$ cat src/rtl/uart_rx_ctrl.sv
// Receive-side controller: sequences the UART receiver core's go/dr handshake and buffers
// bytes in a show-ahead FIFO. Define UART_RX_CTRL_OVERRUN_EN to build overrun detection.
module uart_rx_ctrl #(
   parameter int unsigned DEPTH = 16
) (
   input  logic                     clk,
   input  logic                     rst,
   input  logic [7:0]               uart_data,
   input  logic                     uart_dr,
   output logic                     uart_go,
   input  logic                     rx,
   input  logic                     rd_en,
   output logic [7:0]               rd_data,
   output logic                     empty,
   output logic                     full,
   output logic [$clog2(DEPTH):0]   count,
   output logic                     overrun,
   input  logic                     overrun_clr
);

   localparam int unsigned AW = $clog2(DEPTH);
   localparam int unsigned CW = AW + 1;

   typedef enum logic [1:0] {StHold, StArmed, StRelease} state_e;

   state_e          state_q, state_d;
   logic [7:0]      mem_q [DEPTH];
   logic [AW-1:0]   wr_ptr_q, rd_ptr_q;
   logic [CW-1:0]   count_q, count_d;
   logic            push, pop;

   assign empty   = (count_q == '0);
   assign full    = (count_q == CW'(DEPTH));
   assign count   = count_q;
   assign uart_go = (state_q == StArmed);
   assign rd_data = empty ? 8'h00 : mem_q[rd_ptr_q];

   // ARMED is only entered while not full, so a push never meets a full FIFO.
   assign push = (state_q == StArmed) && uart_dr;
   assign pop  = rd_en && !empty;

   always_comb begin
      count_d = count_q;
      if (push && !pop) begin
         count_d = count_q + CW'(1);
      end else if (pop && !push) begin
         count_d = count_q - CW'(1);
      end
   end

   always_comb begin
      state_d = state_q;
      unique case (state_q)
         StHold:    if (!full) state_d = StArmed;
         StArmed:   if (uart_dr) state_d = StRelease;
         // Re-arm decision uses the post-update occupancy so a same-cycle pop counts.
         StRelease: if (!uart_dr) state_d = (count_d == CW'(DEPTH)) ? StHold : StArmed;
         default:   state_d = StHold;
      endcase
   end

   always_ff @(posedge clk) begin
      if (rst) begin
         state_q  <= StHold;
         wr_ptr_q <= '0;
         rd_ptr_q <= '0;
         count_q  <= '0;
      end else begin
         state_q <= state_d;
         count_q <= count_d;
         if (push) wr_ptr_q <= wr_ptr_q + AW'(1);
         if (pop)  rd_ptr_q <= rd_ptr_q + AW'(1);
      end
   end

   always_ff @(posedge clk) begin
      if (push && !rst) begin
         mem_q[wr_ptr_q] <= uart_data;
      end
   end

`ifdef UART_RX_CTRL_OVERRUN_EN
   logic rx_q, overrun_q;

   // A start-bit edge while parked in HOLD means the core dropped a frame.
   always_ff @(posedge clk) begin
      if (rst) begin
         rx_q      <= 1'b1;
         overrun_q <= 1'b0;
      end else begin
         rx_q <= rx;
         if ((state_q == StHold) && rx_q && !rx) begin
            overrun_q <= 1'b1;
         end else if (overrun_clr) begin
            overrun_q <= 1'b0;
         end
      end
   end

   assign overrun = overrun_q;
`else
   logic unused_ovr;
   assign unused_ovr = ^{rx, overrun_clr};
   assign overrun    = 1'b0;
`endif

endmodule
$ cat config.mk
export PLATFORM = sky130hd
export DESIGN_NAME = uart_rx_ctrl
export DESIGN_NICKNAME = d
export VERILOG_FILES = /design/src/rtl/uart_rx_ctrl.sv
export SDC_FILE = /design/constraint.sdc
export NUM_CORES = 1
export LEC_CHECK = 0
export CORE_UTILIZATION = 25
export DETAILED_ROUTE_END_ITERATION = 10
export GPL_TIMING_DRIVEN = 0
export PLACE_DENSITY = 0.38
export SLEW_MARGIN = 10
export SYNTH_ARGS = -nofsm -noshare
export SYNTH_HDL_FRONTEND = slang
export SYNTH_SLANG_ARGS = --single-unit
export TNS_END_PERCENT = 1
$ cat constraint.sdc
create_clock -name clk -period 2.5 [get_ports clk]
set_clock_uncertainty 0.05 [all_clocks]
set_input_delay 0.75 -clock clk [delete_from_list [all_inputs] [get_ports clk]]
set_output_delay 0.75 -clock clk [all_outputs]
set_load 0.02 [all_outputs]
==> results_tabular.tex, run 1 <==
\begin{tabular}{lr}
\hline
Metric & Value \\
\hline
\multicolumn{2}{l}{\textbf{STA}} \\
\quad Worst slew margin & 0.529 \\
\quad Highest attainable clock frequency & about 320 MHz \\
\quad Slew at the pin closest to its max-slew limit & between 0.7 and 0.8 ns \\
\quad WHS & $\sim$0.48 ns \\
\quad Total negative slack for setup checks & -5.39 ns \\
\quad Finish-stage setup viols & 9 \\
\quad Tcrit/Tclk final & 1.27 \\
\quad Setup slack of the critical path after layout & -0.667 ns \\
\quad Shortest clock period the worst path allows after layout & around 3.2 ns \\
\quad Endpoints failing hold & 0 \\
\quad Max-slew violation total from the final report & 0 \\
\quad Unrepaired setup endpoints after global routing & true \\
\multicolumn{2}{l}{\textbf{Synthesis}} \\
\quad Register bit count reported by yosys & 147 \\
\quad Multiplexer share of the synthesized area & 0.167 \\
\quad Count of cell types in the netlist & 43 \\
\quad Async set-or-reset flop fraction in the synthesized netlist & 0 \\
\quad Mean instance size in the synthesized netlist & roughly 19 sq um \\
\quad Portion of synthesized cell area occupied by the leading cell type & 0.630 \\
\quad Count of yosys warnings during synthesis & 0 \\
\quad Share of the yosys chip area belonging to registers & 0.693 \\
\quad Main area contributors after synthesis & sky130\_fd\_sc\_hd\_\_edfxtp\_1 63\%, sky130\_fd\_sc\_hd\_\_mux4\_1 10\%, sky130\_fd\_sc\_hd\_\_dfxtp\_1 6.2\% \\
\quad Compound-gate portion of the synthesized area & 0.0219 \\
\quad Synth Area in Simple Gates & 0.0675 \\
\quad Adder and majority gate portion of the synthesized area & 0.0144 \\
\quad Top cell type by total area after synthesis & sky130\_fd\_sc\_hd\_\_edfxtp\_1 \\
\quad Number of flops mapped to enable cells by yosys & between 100 and 150 \\
\quad Gate count after technology mapping & approximately 320 \\
\quad Mapped Nets & approximately 340 \\
\quad Combinational family with the most area after synthesis & multiplexers \\
\quad Combined area of all synthesized cells & $\sim$6000 sq um \\
\quad Most common flop cell mapped by yosys & sky130\_fd\_sc\_hd\_\_edfxtp\_1 \\
\quad Xor and xnor fraction of the mapped netlist area & 0.0101 \\
\multicolumn{2}{l}{\textbf{Clock network}} \\
\quad H-tree depth & 4 \\
\quad Number of buffers added by the clock tree synthesis step & 17 \\
\quad Total of hold buffers inserted after clock tree synthesis & 0 \\
\quad Worst-case clock buffer depth & 2 \\
\quad Clock latency on the worst-skew pair & between 0.4 and 0.5 ns \\
\quad CTS tree & yes \\
\quad Sink Count & approximately 150 \\
\quad Clock transition time at the flip-flop clock pins of the worst setup and hold paths & $\sim$0.06 ns \\
\quad Root Driver & sky130\_fd\_sc\_hd\_\_clkbuf\_16 \\
\multicolumn{2}{l}{\textbf{Run status}} \\
\quad Failing checks & negative setup slack \\
\quad Result of the run & complete, but fails checks \\
\multicolumn{2}{l}{\textbf{Power}} \\
\quad Sum of internal, switching and leakage power & 7.54 mW \\
\quad Cell area power density & just over 1000 nW/um\^{}2 \\
\quad Pleak & 2.39 nW \\
\quad Worst IR Drop VDD & $\sim$0.45 mV \\
\multicolumn{2}{l}{\textbf{Critical path}} \\
\quad Setup slack on the worst flop-to-flop path & 0.29 ns \\
\quad Start-to-end type of the worst setup path & reg2out \\
\quad Top delay family on crit path & multiplexers \\
\quad Reg-to-reg startpoint & state\_q[0]\$\_SDFFE\_PP0P\_ \\
\quad Critical Path Stages & 6 \\
\quad Buf+Inv Stages, Crit Path & 3 \\
\quad Critical register-to-register path endpoint & mem\_q[10][7]\$\_DFFE\_PP\_ \\
\quad Data arrival, critical path & 2.37 ns \\
\quad Cell count of the worst reg-to-reg path & 5 \\
\quad Critical-path maximum fanout & 8 \\
\quad Critical-path cell list & buf\_12 > buf\_12 > mux4\_2 > mux4\_2 > nor2b\_4 > buf\_6 \\
\quad Worst endpoint required time & 1.70 ns \\
\quad Critical-path top delay cell & sky130\_fd\_sc\_hd\_\_mux4\_2 \\
\quad CP max stage delay & $\sim$0.52 ns \\
\quad Critical path launch point type & flip-flop \\
\quad Category of the worst setup path capture point & primary output \\
\quad Endpoint of the worst setup timing path & rd\_data[7] \\
\multicolumn{2}{l}{\textbf{GRT}} \\
\quad GRT Resource Usage Total & 0.118 \\
\quad Wire length of the first global-routing pass & a little over 20,000 um \\
\quad Pin count of the biggest net entering global routing & 17 \\
\quad Vias in the first global route & 3,159 \\
\quad Antenna violations before repair & 0 \\
\quad Final global-route overflow total & 0 \\
\multicolumn{2}{l}{\textbf{Final layout}} \\
\quad Number of nets in the layout & 387 \\
\quad Final design instance area without fill & 7470 sq um \\
\quad \# diodes & 0 \\
\quad Post-synthesis to final-layout area growth & 22.5\% \\
\quad Share of post-route cells with drive strength above 1 & 0.311 \\
\multicolumn{2}{l}{\textbf{Job}} \\
\quad Max-cap violations & 0 \\
\multicolumn{2}{l}{\textbf{Detailed routing}} \\
\quad Antenna Violating Nets Remaining & 0 \\
\quad Violation count after the first detailed-route iteration & 182 \\
\quad Via count & 2,983 \\
\quad Total routed wirelength & between 10,000 and 15,000 um \\
\quad Number of remaining DRC errors & 0 \\
\quad First drt pass iteration count & 4 \\
\quad Vias per inst & roughly 4.3 \\
\quad Post-DR wirelength/cell & approximately 20 um \\
\multicolumn{2}{l}{\textbf{Placement}} \\
\quad Area after DPL & 6790 sq um \\
\quad Worst slack after detailed placement & -1.13 ns \\
\quad Routability Congestion & around 0.7 \\
\quad Hpwl dp & just under 9000 um \\
\quad Number of port buffers & 27 \\
\multicolumn{2}{l}{\textbf{Floorplan}} \\
\quad Die ar. & about 25,000 sq um \\
\quad Number of I/O pins & 31 \\
\quad Number of placement rows & 56 \\
\quad Die Ht & between 150 and 200 um \\
\quad X dimension of the die & about 160 um \\
\quad Initial Util & 0.258 \\
\quad Placeable core region & 23,700 sq um \\
\multicolumn{2}{l}{\textbf{Min path}} \\
\quad Class of the most critical hold timing path & reg2reg \\
\hline
\end{tabular}
-- per-layer routing --
metal / up-vias / GRT usage / share of wire
li1: 1364 / - / -
met1: 1553 / 0.154 / 0.47
met2: 55 / 0.190 / 0.49
met3: 11 / 0.0315 / 0.033
met4: 0 / 0.0371 / 0.0093
met5: - / 0 / 0
-- tightest hold or removal path, delay by kind of cell, from the launching register on --
| family | cells | cell delay, ns |
|---|---|---|
| AOI/OAI and AO/OA | 1 | 0.05 |
| and+or+nand+nor | 1 | 0.07 |
| DFF | 1 | 0.35 |
-- timing repair --
action,4_1_cts,5_1_grt
resized for setup,82,28
cloned,2,1
setup endpoints to repair,67,114
buffers inserted,3,0
-- metrics by stage --
| stage | util | cells |
|---|---|---|
| final | 0.316 | 698 |
| after global routing | 0.316 | 698 |
| after CTS | 0.315 | 699 |
| after detailed placement | 0.287 | 662 |
| after global placement | 0.286 | 662 |
| after floorplan | - | 316 |
-- flip-flops by register name, summed over array words and instances (netlist names), named ones only --
register  count
wr_ptr_q      4
state_q       2
mem_q       128
count         5
rd_ptr_q      4
-- cell type report --
| type | count | area (sq um) |
|---|---|---|
| repair buffers | 32 | 363 |
| plain buffers | 15 | 154 |
| multi-input cells | 142 | 1740 |
| fillers | 2375 | 16200 |
| inverters | 11 | 41.3 |
| well taps | 319 | 399 |
| clock inverters | 11 | 75.1 |
| flip-flops and latches | 147 | 4230 |
| clock buffers | 21 | 472 |
-- cell families (layout without fill, tap and decap cells) --
| logic type | count (synthesis) | count (layout) |
|---|---|---|
| compound gates | 16 | 16 |
| xor+xnor | 7 | 7 |
| fa+ha+maj | 7 | 7 |
| buf+inv | 27 | 90 |
| flops | 147 | 147 |
| mux | 43 | 43 |
| other cells | 1 | 1 |
| simple gates | 68 | 68 |
-- cells in the mapped netlist, types with 2 or more instances --
library cell               instances
sky130_fd_sc_hd__a21oi_1           3
sky130_fd_sc_hd__a311oi_1          2
sky130_fd_sc_hd__and2_1            9
sky130_fd_sc_hd__buf_1             3
sky130_fd_sc_hd__buf_4             2
sky130_fd_sc_hd__buf_8             2
sky130_fd_sc_hd__clkbuf_1          6
sky130_fd_sc_hd__dfxtp_1          19
sky130_fd_sc_hd__edfxtp_1        128
sky130_fd_sc_hd__ha_1              7
sky130_fd_sc_hd__inv_1            11
sky130_fd_sc_hd__mux2i_1           3
sky130_fd_sc_hd__mux4_1           24
sky130_fd_sc_hd__mux4_2           16
sky130_fd_sc_hd__nand2_1          13
sky130_fd_sc_hd__nand3_1           3
sky130_fd_sc_hd__nand4_1           3
sky130_fd_sc_hd__nor2_1           18
sky130_fd_sc_hd__nor2b_1           2
sky130_fd_sc_hd__nor2b_4           8
sky130_fd_sc_hd__nor3_1            5
sky130_fd_sc_hd__o21ai_0           2
sky130_fd_sc_hd__or3_1             2
sky130_fd_sc_hd__xnor2_1           3
sky130_fd_sc_hd__xor2_1            4
-- report_power, final --
part	internal [mW]	switching (mW)	leakage [nW]	total (mW)
logic	1.26	1.09	0.813	2.35
registers	2.74	0.0980	1.31	2.84
clock network	1.36	0.990	0.270	2.35
total	5.36	2.18	2.39	7.54
-- worst min-delay path by stage --
stage / startpoint / to / slack, ns / cells after the start
3_5_place_dp: wr_ptr_q[0]$_SDFFE_PP0N_ / wr_ptr_q[0]$_SDFFE_PP0N_ / 0.47 / 2
4_1_cts: wr_ptr_q[1]$_SDFFE_PP0N_ / wr_ptr_q[1]$_SDFFE_PP0N_ / 0.48 / 2
3_3_place_gp: wr_ptr_q[0]$_SDFFE_PP0N_ / wr_ptr_q[0]$_SDFFE_PP0N_ / 0.46 / 2
5_1_grt: wr_ptr_q[1]$_SDFFE_PP0N_ / wr_ptr_q[1]$_SDFFE_PP0N_ / 0.51 / 2
6_report: wr_ptr_q[0]$_SDFFE_PP0N_ / wr_ptr_q[0]$_SDFFE_PP0N_ / 0.48 / 2
2_1_floorplan: wr_ptr_q[0]$_SDFFE_PP0N_ / wr_ptr_q[0]$_SDFFE_PP0N_ / 0.43 / 2
-- layout by cell type (no fill, tap or decap), types with 2 or more instances in the layout --
cell type and instances:
sky130_fd_sc_hd__and2_2 5, sky130_fd_sc_hd__a311oi_1 2, sky130_fd_sc_hd__or3_1 2, sky130_fd_sc_hd__and2_1 3, sky130_fd_sc_hd__xnor2_1 3, sky130_fd_sc_hd__nand3_1 3
sky130_fd_sc_hd__nor3_4 4, sky130_fd_sc_hd__clkdlybuf4s50_1 16, sky130_fd_sc_hd__nor2_1 14, sky130_fd_sc_hd__inv_4 3, sky130_fd_sc_hd__xor2_1 4, sky130_fd_sc_hd__nand2_1 13
sky130_fd_sc_hd__buf_6 8, sky130_fd_sc_hd__nand4_1 3, sky130_fd_sc_hd__clkinv_4 2, sky130_fd_sc_hd__dfxtp_2 3, sky130_fd_sc_hd__buf_12 6, sky130_fd_sc_hd__nor2b_1 2
sky130_fd_sc_hd__clkbuf_16 19, sky130_fd_sc_hd__a21oi_1 3, sky130_fd_sc_hd__o21ai_0 2, sky130_fd_sc_hd__mux4_2 33, sky130_fd_sc_hd__nor2_2 4, sky130_fd_sc_hd__clkbuf_1 7
sky130_fd_sc_hd__inv_1 11, sky130_fd_sc_hd__nor2b_4 8, sky130_fd_sc_hd__mux2i_1 3, sky130_fd_sc_hd__dfxtp_1 15, sky130_fd_sc_hd__dlygate4sd2_1 2, sky130_fd_sc_hd__ha_1 6
sky130_fd_sc_hd__clkinvlp_4 2, sky130_fd_sc_hd__mux4_1 7, sky130_fd_sc_hd__buf_4 7, sky130_fd_sc_hd__edfxtp_1 128, sky130_fd_sc_hd__clkinv_2 3
(Power assumes the default switching activity.)
==> inputs of run 2 (changes only) <==
CTS_CLUSTER_DIAMETER = 50   (was unset)
PLACE_DENSITY = 0.37   (was 0.38)
clock period = 3.1 ns   (was 2.5 ns; I/O delays follow)
==> run 2 against run 1 <==
The run still ends with negative setup slack left. Register-to-register slack improved by 0.26 ns. Cell area rose by 2.1%. Via count rose by 1.2%. Non-clock buffer count rose by 13. Cell count rose by 1.9%. Count of clock-buffer cells in the layout fell by 2. Utilization rose by 0.67 points. Clock power fell by 8%. Largest power group unchanged.
==> results_tabular.tex, run 2 (same netlist as run 1, synthesis figures left out) <==
\begin{tabular}{lr}
\hline
Metric & Value \\
\hline
\multicolumn{2}{l}{\textbf{Final layout}} \\
\quad Most common library cell in the layout ignoring fill and taps & sky130\_fd\_sc\_hd\_\_edfxtp\_1 \\
\quad Post-synthesis to final-layout area growth & 25.1\% \\
\quad Utilization after layout & 0.322 (+0.00666) \\
\quad Number of nets in the layout & 400 (+3.4\%) \\
\quad Leading cell types in the layout, fill and taps excluded & 128 x sky130\_fd\_sc\_hd\_\_edfxtp\_1, 34 x sky130\_fd\_sc\_hd\_\_mux4\_2, 18 x sky130\_fd\_sc\_hd\_\_nor2\_1 \\
\quad Share of post-route cells with drive strength above 1 & 0.291 (-0.0205) \\
\quad Register with the highest flop count & mem\_q \\
\quad \# diodes & 0 (unchanged) \\
\quad Max reg flops & 128 (unchanged) \\
\multicolumn{2}{l}{\textbf{Clock network}} \\
\quad Number of buffers added by the clock tree synthesis step & 17 (unchanged) \\
\quad Clock latency on the worst-skew pair & 0.41 ns (about the same) \\
\quad Clock transition time at the flip-flop clock pins of the worst setup and hold paths & 0.06 ns (about the same) \\
\quad Root Driver & sky130\_fd\_sc\_hd\_\_clkbuf\_16 \\
\quad H-tree depth & 4 (unchanged) \\
\quad CTS tree & yes \\
\quad Sink Count & 147 (unchanged) \\
\quad Worst-case clock buffer depth & 2 (unchanged) \\
\multicolumn{2}{l}{\textbf{Floorplan}} \\
\quad Placeable core region & 23,700 sq um (unchanged) \\
\quad Die ar. & 25,000 sq um (unchanged) \\
\quad Number of I/O pins & 31 (unchanged) \\
\quad X dimension of the die & 158 um (unchanged) \\
\quad Initial Util & 0.258 (unchanged) \\
\quad Die Ht & 158 um (unchanged) \\
\quad Number of placement rows & 56 (unchanged) \\
\multicolumn{2}{l}{\textbf{STA}} \\
\quad Tcrit/Tclk final & 1.11 \\
\quad Slew at the pin closest to its max-slew limit & 1.18 ns (+0.479 ns) \\
\quad Endpoints failing hold & 0 (unchanged) \\
\quad Max-slew violation total from the final report & 0 (unchanged) \\
\quad Finish-stage setup viols & 8 (-1) \\
\quad Total negative slack for setup checks & -2.45 ns (+2.94 ns) \\
\quad Setup slack of the critical path after layout & -0.350 ns (+0.317 ns) \\
\quad Unrepaired setup endpoints after global routing & true \\
\quad Highest attainable clock frequency & roughly 290 MHz \\
\quad Worst slew margin & 0.207 (-0.322) \\
\quad Shortest clock period the worst path allows after layout & 3.45 ns \\
\multicolumn{2}{l}{\textbf{GRT}} \\
\quad GRT Resource Usage Total & 0.123 (+0.00454) \\
\quad Antenna violations before repair & 0 (unchanged) \\
\quad Pin count of the biggest net entering global routing & 17 (unchanged) \\
\quad Wire length of the first global-routing pass & 20,700 um (+1.3\%) \\
\quad Vias in the first global route & 3,074 (-2.7\%) \\
\quad Final global-route overflow total & 0 (unchanged) \\
\multicolumn{2}{l}{\textbf{Placement}} \\
\quad Hpwl dp & 9010 um (+2.4\%) \\
\quad Number of port buffers & 27 (unchanged) \\
\quad Routability Congestion & 0.674 (-3.0\%) \\
\multicolumn{2}{l}{\textbf{Power}} \\
\quad Pleak & 2.51 nW (+5.0\%) \\
\quad Cell area power density & 850 nW/um\^{}2 (-16\%) \\
\quad Worst IR Drop VDD & 0.338 mV (-24\%) \\
\multicolumn{2}{l}{\textbf{Critical path}} \\
\quad Cell count of the worst reg-to-reg path & 5 (unchanged) \\
\quad Setup slack on the worst flop-to-flop path & 0.55 ns (+0.26 ns) \\
\quad CP max stage delay & 0.50 ns (-0.02 ns) \\
\quad Critical register-to-register path endpoint & mem\_q[12][1]\$\_DFFE\_PP\_ \\
\quad Endpoint of the worst setup timing path & rd\_data[5] \\
\quad Worst endpoint required time & 2.12 ns (+0.42 ns) \\
\quad Buf+Inv Stages, Crit Path & 5 (+2) \\
\quad Category of the worst setup path capture point & primary output \\
\quad Critical path launch point type & flip-flop \\
\quad Start-to-end type of the worst setup path & reg2out \\
\quad Reg-to-reg startpoint & state\_q[0]\$\_SDFFE\_PP0P\_ \\
\quad Critical-path top delay cell & sky130\_fd\_sc\_hd\_\_mux4\_2 \\
\quad Critical-path cell list & buf\_6 > buf\_12 > buf\_8 > buf\_12 > mux4\_2 > mux4\_2 > nor2b\_4 > buf\_6 \\
\quad Critical-path maximum fanout & 5 (-3) \\
\quad Data arrival, critical path & 2.47 ns (+0.10 ns) \\
\quad Critical Path Stages & 8 (+2) \\
\quad Top delay family on crit path & multiplexers \\
\multicolumn{2}{l}{\textbf{Run status}} \\
\quad Result of the run & complete, but fails checks \\
\quad Failing checks & negative setup slack \\
\multicolumn{2}{l}{\textbf{Min path}} \\
\quad Hold path start & wr\_ptr\_q[0]\$\_SDFFE\_PP0N\_ \\
\quad Class of the most critical hold timing path & reg2reg \\
\multicolumn{2}{l}{\textbf{Job}} \\
\quad Max-cap violations & 0 (unchanged) \\
\multicolumn{2}{l}{\textbf{Detailed routing}} \\
\quad Post-DR wirelength/cell & 20.1 um (+3.1\%) \\
\quad Total routed wirelength & 14,300 um (+5.0\%) \\
\quad Antenna Violating Nets Remaining & 0 (unchanged) \\
\quad First drt pass iteration count & 4 (unchanged) \\
\quad Violation count after the first detailed-route iteration & 171 (-6.0\%) \\
\quad Vias per inst & 4.24 (-0.68\%) \\
\quad Via count & 3,018 (+1.2\%) \\
\quad Number of remaining DRC errors & 0 (unchanged) \\
\hline
\end{tabular}
## run 2: cell count changes in the layout (fill, tap and decap cells not counted), moves of 4 or more
cell | previous run | this run
sky130_fd_sc_hd__nor3_4 | 4 | 0
sky130_fd_sc_hd__bufinv_16 | 0 | 5
sky130_fd_sc_hd__and2_1 | 3 | 9
sky130_fd_sc_hd__nor2_1 | 14 | 18
sky130_fd_sc_hd__and2_2 | 5 | 0
sky130_fd_sc_hd__nor2_2 | 4 | 0
sky130_fd_sc_hd__buf_6 | 8 | 16
sky130_fd_sc_hd__nor3_2 | 0 | 4
## run 2: worst register-to-register path: cells and delay by family (launching register included)
family        cells  cell delay, ns
simple gates      5            1.72
flops             1            0.38
## run 2: repair_timing
item / 4_1_cts / 5_1_grt
gates cloned: 2 / 0
setup buffers: 12 / 1
gates resized for setup: 83 / 10
endpoints found under the setup margin: 10 / 10
pin swaps: 0 / 0
hold buffers: 0 / 0
## run 2: final cells by class
class / count / area [sq um]
clock inverter: 13 / 189
multi-input combinational: 142 / 1680
clock buffer: 19 / 433
inverter: 11 / 41.3
fill: 2320 / 16100
timing repair buffer: 45 / 533
tap: 319 / 399
sequential: 147 / 4230
buffer: 15 / 126
## run 2: how the worst min path moves through the flow
stage,endpoint,slack (ns),cells past startpoint
after CTS,wr_ptr_q[0]$_SDFFE_PP0N_,0.47,2
after global routing,wr_ptr_q[0]$_SDFFE_PP0N_,0.51,2
after global placement,wr_ptr_q[0]$_SDFFE_PP0N_,0.46,2
after detailed placement,wr_ptr_q[0]$_SDFFE_PP0N_,0.46,2
final,wr_ptr_q[0]$_SDFFE_PP0N_,0.47,2
after floorplan,wr_ptr_q[0]$_SDFFE_PP0N_,0.43,2
## run 2: metrics by stage
| stage | setup slack (ns) | total power [mW] | cells | hold slack, ns | area [sq um] |
|---|---|---|---|---|---|
| floorplan | 0.420 | 3.42 | 316 | 0.428 | 6100 |
| global placement | -0.775 | 3.98 | 662 | 0.461 | 6770 |
| detailed placement | -0.644 | 3.98 | 666 | 0.464 | 6830 |
| CTS | -0.419 | 6.61 | 712 | 0.473 | 7670 |
| global route | -0.426 | 6.77 | 711 | 0.510 | 7630 |
| finish | -0.350 | 6.48 | 711 | 0.474 | 7630 |
## run 2: layer usage
metal	GRT usage	vias up	share of wire
met5	0	-	0
met4	0.0316	0	0.0076
met3	0.0342	8	0.027
met2	0.188	48	0.46
met1	0.169	1579	0.50
li1	-	1383	-
## run 2: report_power, final
part           switching, mW  internal, mW
clock                  0.760          1.41
sequential            0.0767          2.21
combinational          0.912          1.11
